### src/rtl/pulse_capture.sv
// Pulse-train timing capture against a shared tick counter: edge timestamps, high/low durations, overrun flag.
// Optional macro PULSE_CAPTURE_SYNC_EN selects a two-flop input synchronizer instead of a single register.
module pulse_capture #(
  parameter int bitwidth = 10
) (
  input  logic                clock,
  input  logic                reset,
  input  logic [bitwidth-1:0] counter,
  input  logic                signal_in,
  output logic [bitwidth-1:0] tick_number_rising_edge,
  output logic [bitwidth-1:0] tick_number_falling_edge,
  output logic [bitwidth-1:0] high_ticks,
  output logic [bitwidth-1:0] low_ticks,
  output logic                high_valid,
  output logic                low_valid,
  output logic                overrun,
  output logic [1:0]          fsm_state
);

  // Strobes (high_valid, low_valid, overrun) are single-cycle pulses with no back-pressure:
  // the associated data outputs are stable from the strobe cycle until the next capture.
  typedef enum logic [1:0] {
    ARM  = 2'd0,
    LOW  = 2'd1,
    HIGH = 2'd2
  } state_t;

  state_t state, state_next;
  logic   s, s_prev, primed;
  logic   rise, fall;
  logic   have_rise, have_fall;
  logic   capture_rise, capture_fall, low_update, wrap;

  // primed marks that s holds a real sample rather than its reset value, so ARM
  // cannot mistake a pulse already high at reset release for a fresh low level.
`ifdef PULSE_CAPTURE_SYNC_EN
  logic meta, meta_fill;

  always_ff @(posedge clock) begin
    if (reset) begin
      meta      <= 1'b0;
      s         <= 1'b0;
      meta_fill <= 1'b0;
      primed    <= 1'b0;
    end else begin
      meta      <= signal_in;
      s         <= meta;
      meta_fill <= 1'b1;
      primed    <= meta_fill;
    end
  end
`else
  always_ff @(posedge clock) begin
    if (reset) begin
      s      <= 1'b0;
      primed <= 1'b0;
    end else begin
      s      <= signal_in;
      primed <= 1'b1;
    end
  end
`endif

  assign rise      = s & ~s_prev;
  assign fall      = ~s & s_prev;
  assign fsm_state = state;

  always_comb begin
    state_next   = state;
    capture_rise = 1'b0;
    capture_fall = 1'b0;
    low_update   = 1'b0;
    wrap         = 1'b0;
    case (state)
      ARM: begin
        if (primed && !s) state_next = LOW;
      end
      LOW: begin
        if (rise) begin
          capture_rise = 1'b1;
          low_update   = have_fall;
          state_next   = HIGH;
        end else if (have_fall && counter == tick_number_falling_edge) begin
          wrap = 1'b1;
        end
      end
      HIGH: begin
        // A full-period high phase takes priority over a coincident fall.
        if (have_rise && counter == tick_number_rising_edge) begin
          wrap       = 1'b1;
          state_next = ARM;
        end else if (fall) begin
          capture_fall = 1'b1;
          state_next   = LOW;
        end
      end
      default: state_next = ARM;
    endcase
  end

  always_ff @(posedge clock) begin
    if (reset) begin
      state                    <= ARM;
      s_prev                   <= 1'b0;
      have_rise                <= 1'b0;
      have_fall                <= 1'b0;
      tick_number_rising_edge  <= '0;
      tick_number_falling_edge <= '0;
      high_ticks               <= '0;
      low_ticks                <= '0;
      high_valid               <= 1'b0;
      low_valid                <= 1'b0;
      overrun                  <= 1'b0;
    end else begin
      state      <= state_next;
      s_prev     <= s;
      high_valid <= capture_fall;
      low_valid  <= low_update;
      overrun    <= wrap;
      if (capture_rise) begin
        tick_number_rising_edge <= counter;
        have_rise               <= 1'b1;
        if (low_update) low_ticks <= counter - tick_number_falling_edge;
      end
      if (capture_fall) begin
        tick_number_falling_edge <= counter;
        high_ticks               <= counter - tick_number_rising_edge;
        have_fall                <= 1'b1;
      end
      if (wrap) have_fall <= 1'b0;
    end
  end

endmodule
### config.mk
export PLATFORM = sky130hd
export DESIGN_NAME = pulse_capture
export DESIGN_NICKNAME = d
export VERILOG_FILES = /design/src/rtl/pulse_capture.sv
export SDC_FILE = /design/constraint.sdc
export NUM_CORES = 1
export LEC_CHECK = 0
export BUFFER_PORTS_ARGS = -buffer_cell sky130_fd_sc_hd__buf_2
export CELL_PAD_IN_SITES_DETAIL_PLACEMENT = 0
export CELL_PAD_IN_SITES_GLOBAL_PLACEMENT = 2
export CORE_MARGIN = 2
export CORE_UTILIZATION = 34
export DETAILED_ROUTE_END_ITERATION = 7
export PLACE_DENSITY = 0.95
export RECOVER_POWER = 25
export SLEW_MARGIN = 0
export SYNTH_ARGS = -nofsm -noshare
export SYNTH_HDL_FRONTEND = slang
export SYNTH_SLANG_ARGS = --single-unit
### constraint.sdc
create_clock -name clock -period 4.86 [get_ports clock]
set_input_delay 0 -clock clock [delete_from_list [all_inputs] [get_ports clock]]
set_output_delay 0 -clock clock [all_outputs]
set_load 0.05 [all_outputs]
; ---- After elaboration in Yosys (flattened, before gate mapping)
; Index checks and enable logic that the tools add are counted.
[word_totals]
ram_bits = 0
word_cells = 51
out_inout_bits = 45
latch_bits = 0
in_bits = 13
rom_bits = 0
register_bits = 50
n_memories = 0
[op_classes]
mux = 17
order_cmp = 0
mul = 0
n_shift = 0
n_addsub = 2
n_eq_ne = 7
n_reduce_logical = 8
bitwise = 4
div_mod_pow = 0
[ops]
columns = op, n
row1 = $eq A10 B10 Y1, 2
row2 = $sub A10 B10 Y10, 2
row3 = $mux W1, 11
row4 = $mux W2, 4
row5 = $pmux W2 S3, 1
row6 = $ne A2 B2 Y1 const B, 2
row7 = $logic_and A1 B1 Y1, 3
row8 = $ne A3 B3 Y1 const B, 1
row9 = $reduce_and A3 Y1, 1
row10 = $and A1 B1 Y1, 2
row11 = $eq A2 B1 Y1 const B, 1
row12 = $eq A2 B2 Y1 const B, 1
row13 = $logic_not A2 Y1, 1
row14 = $not A1 Y1, 2
row15 = $pmux W1 S2, 1
row16 = $reduce_and A2 Y1, 1
row17 = $reduce_or A2 Y1, 1
row18 = $logic_not A1 Y1, 1

; ---- Logic depth before layout (Yosys ltp)
[depth]
word_depth = 6
mapped_depth = 8
ltp_nobuf = 8

; ---- Least setup slack after synthesis
; OpenSTA, ideal clock, no wires.
[synth_timing]
path_type = register to register
startpoint = register tick_number_rising_edge[5]
endpoint = register state[0] (netlist: fsm_state[0])
setup_slack_ps = 2363
setup_time_ps = 96
required_ps = 4764
period_less_slack_ps = 2497
stages_incl_launch_ff = 7
arrival_ps = 2401
n_path_buf = 0
path_cell_list = dfxtp_1 > inv_1 > ha_1 > nand3_1 > or4_4 > a2111o_1 > o41ai_2
[synth_between]
elab_chain_len = 4
word_cells_on_any_way = 6
classes_between = 2 x eq/ne / 2 x mux / 2 x reduce/logical
[synth_lines]
columns = element, line
row1 = "start, declared", 10  ; output logic [bitwidth-1:0] tick_number_rising_edge,
row2 = "start signal, assigned", 121  ; tick_number_rising_edge <= counter;
row3 = $eq A10 B10 Y1 *, 89  ; if (have_rise && counter == tick_number_rising_edge) begin
row4 = $logic_and A1 B1 Y1 *, 89
row5 = $ne A3 B3 Y1 (no source line) / $mux W2 (equally long branches), --
row6 = $reduce_and A3 Y1 (no source line) / $pmux W2 S3 (equally long branches), --
row7 = "end signal, assigned", 115  ; state <= state_next;
row8 = "end, declared", 28  ; state_t state, state_next;
; Every way passes the cells marked *; elsewhere a longest branch is shown, timed or not.
; A chain may end at the register's enable or synchronous reset.

==> summary.txt <==
Global routing
  – GR Overflow Total: 0
  – Met1 Use GR: 0.250
  – Vias in the first global route: 2,503
  – Met3 Use GR: 0.0337
  – Largest net degree at the start of global routing: 47
  – Total GRT Usage: 0.176
  – First-pass GRT wire length: approximately 12,000 um
  – Initial antenna violation count: 0
  – Met2 usage: 0.273
  – GR peak layer: met2

Final layout
  – Non-Filler Instances: 510
  – Layout area overhead: 19.9%
  – Fin nets: between 400 and 500
  – Ant diodes: 0
  – Layout cells sized above 1: 0.118
  – Layout fillers: 832
  – Fin util: 0.425
  – Area of the multi-input gates: 1600 sq um
  – Seq. cell area: ~1000 sq um

STA
  – Final worst slack: 2010 ps
  – Setup TNS: 0 ps
  – Fin Clk Skew: around 7.9 ps
  – Final Slew Violations: between 40 and 50
  – Max_slew headroom: -0.457
  – RSZ-0062 raised after global routing: false
  – Final setup fails: 0
  – Final hold viol count: 0
  – FMAX: ~350 MHz
  – Actual slew at the worst max-slew pin: approximately 2200 ps
  – Hold WS: 446 ps
  – Fin crit period: 2850 ps
  – Crit share post-route: 0.586

Worst setup path
  – CP Launch Type: input port
  – WP data required: 5070 ps
  – Critical Path End Type: flip-flop
  – WP data arrival: 3060 ps
  – CP cell instances: clkbuf_1 > inv_1 > and3_1 > a21o_1
  – Critical path's slowest cell: clkbuf_1
  – Setup CP Type: input port to flip-flop
  – CP peak stage delay: 1530 ps
  – Max Fanout on Critical Path: 46

Floorplanning
  – Die X: approximately 94 um
  – Die H: 94.2 um
  – Boundary Pins: 58
  – Cell Rows: 32
  – Starting Density: 0.355
  – Die Footprint: 8880 sq um
  – Core area: a little under 8000 sq um

Synthesis
  – Synth async-reset ratio: 0
  – Commonest cells in the netlist: dfxtp_1 (50), nand2_1 (44), a21oi_1 (40)
  – Largest family of logic cells by synthesized area: simple AND/OR/NAND/NOR gates
  – Top FF cell, synth: dfxtp_1
  – Post-synthesis adder-cell area fraction: 0.118
  – Synth Register Bits: 50
  – Register area share after synthesis: 0.362
  – Post-synthesis compound-gate area fraction: 0.193
  – Simple-Gate Fraction of Synth Area: 0.240
  – Synth unique cells: 42
  – Syn Area/Cell: between 7 and 8 sq um
  – Mux contribution to synthesized area: 0.0108
  – EDFF count, synth: 0
  – Top-count cell post-synth: dfxtp_1
  – Synth Cell Area: ~2800 sq um
  – Cell count after synthesis: 347
  – Yosys top cell by area: dfxtp_1
  – Share of the synthesized area in the top cell type: 0.362
  – Synth top area cells: dfxtp_1 (36%), ha_1 (10%), a21oi_1 (7.2%)
  – Synth warn: 0
  – Post-Syn Nets: 385
  – XOR/XNOR Fraction of Synth Area: 0.0158

Clock tree
  – Clk sinks: 50
  – Clock Tree Root: clkbuf_8
  – Clock Latency Late Sink: 310 ps
  – CTS tree: built
  – # resized after CTS: 0
  – Reg clk slew, reported paths: 90 ps
  – # H-tree levels: 2
  – Max Root-Sink Buffers: 2
  – Post-CTS setup buffers: 0
  – TritonCTS buffer count: 5

Run status
  – Status: finished with violations
  – Failing checks: max-capacitance violations, max-slew violations

Power
  – Combinational power share: 0.198
  – Leakage: 0.00132 uW
  – Clock power frac: 0.334
  – Cell Int Power: roughly 630 uW
  – Sequential share of power: 0.468
  – Sw frac: 0.305
  – Maximum vdd drop: 0.000110 V
  – Psw: 279 uW
  – PD cells: 275 nW/um^2

Routing
  – TritonRoute pass-1 iters: 4
  – Remaining antenna violation count: 0
  – DR WL/cell: 14.7 um
  – Post-Route WL: 7480 um
  – Vias per Instance: 5.19
  – Initial drt markers: 162
  – Post-route DRC: 0
  – Via count: 2,645

Place
  – DP Wirelength: between 5000 and 6000 um
  – Setup WS pre-CTS: 2240 ps
  – Placer Congestion: 0.890
  – Input/output buffers: 57
  – Placed cells: a little under 500

Job
  – Max Cap Viol: 1

Min path
  – Worst hold path type: input port to flip-flop
## path summary, 6_finish.rpt
path | start | end | slack, ps | depth (start not counted)
worst max-delay path | reset | high_ticks[6]$_SDFFE_PP0P_ | 2010 | 4
worst min-delay path | signal_in | s$_SDFF_PP0_ | 450 | 3
worst max register to register | tick_number_rising_edge[5]$_SDFFE_PP0P_ | high_ticks[6]$_SDFFE_PP0P_ | 2230 | 7
worst min register to register | high_ticks[2]$_SDFFE_PP0P_ | high_ticks[2]$_SDFFE_PP0P_ | 460 | 2
## layer usage
metal | vias up | wire length, um
met1 | 1233 | 3740
met3 | 6 | 357
met4 | 0 | 100
li1 | 1333 | -
met2 | 73 | 3280
met5 | - | 0
## power by group through the flow
stage,registers (uW),logic (uW),clock network [uW]
after floorplan,459,105,0
after global placement,437,173,0
after detailed placement,437,174,0
after CTS,427,182,311
after global routing,429,202,329
final,427,181,305
## cells by family after synthesis
group / after synthesis
AND/OR/NAND/NOR: 138
AO/OA/AOI/OAI: 84
flip-flops: 50
buffers and inverters: 42
adder cells (fa/ha/maj): 25
XOR/XNOR: 5
multiplexers: 3
## per-stage QoR
| stage | power (uW) | area (sq um) |
|---|---|---|
| after CTS | 920 | 3350 |
| after global routing | 959 | 3320 |
| after global placement | 610 | 3120 |
| after detailed placement | 610 | 3120 |
| final | 913 | 3320 |
| after floorplan | 564 | 2770 |
## layout by cell type (no fill, tap or decap), drive strengths merged, types with 6 or more instances in the layout
cell and n:
ha 23, nand4 8, a21oi 40, dlygate4sd3 11
nand3 24, nor2 24, inv 25, nor2b 7
nor3 8, dfxtp 50, clkbuf 27, o21ai 10
nand2b 6, a211oi 6, o21a 8, buf 37
nand2 44
## state kept, by name, summed over array words and instances (netlist names)
register	flops
overrun	1
low_valid	1
high_valid	1
tick_number_falling_edge	10
fsm_state	2
primed	1
have_fall	1
low_ticks	10
have_rise	1
s	1
s_prev	1
high_ticks	10
tick_number_rising_edge	10
## repair_timing
item,CTS,global route
endpoints found under the hold margin,16,0
endpoints found under the setup margin,0,0
hold buffers,11,0
## worst max-delay path: cells and delay by family
kind,cells,cell delay [ps]
and+or+nand+nor,1,440
AOI/OAI and AO/OA,1,150
buffers and inverters,2,2460
## area by class of cell
type                       instances  share of cell area
timing repair buffer              70               0.115
clock buffer                       5              0.0207
inverter                          25              0.0283
multi-input combinational        255               0.482
sequential                        50               0.302
tap                              102              0.0384
clock inverter                     3              0.0136
Power figures use the tool's default switching activity.
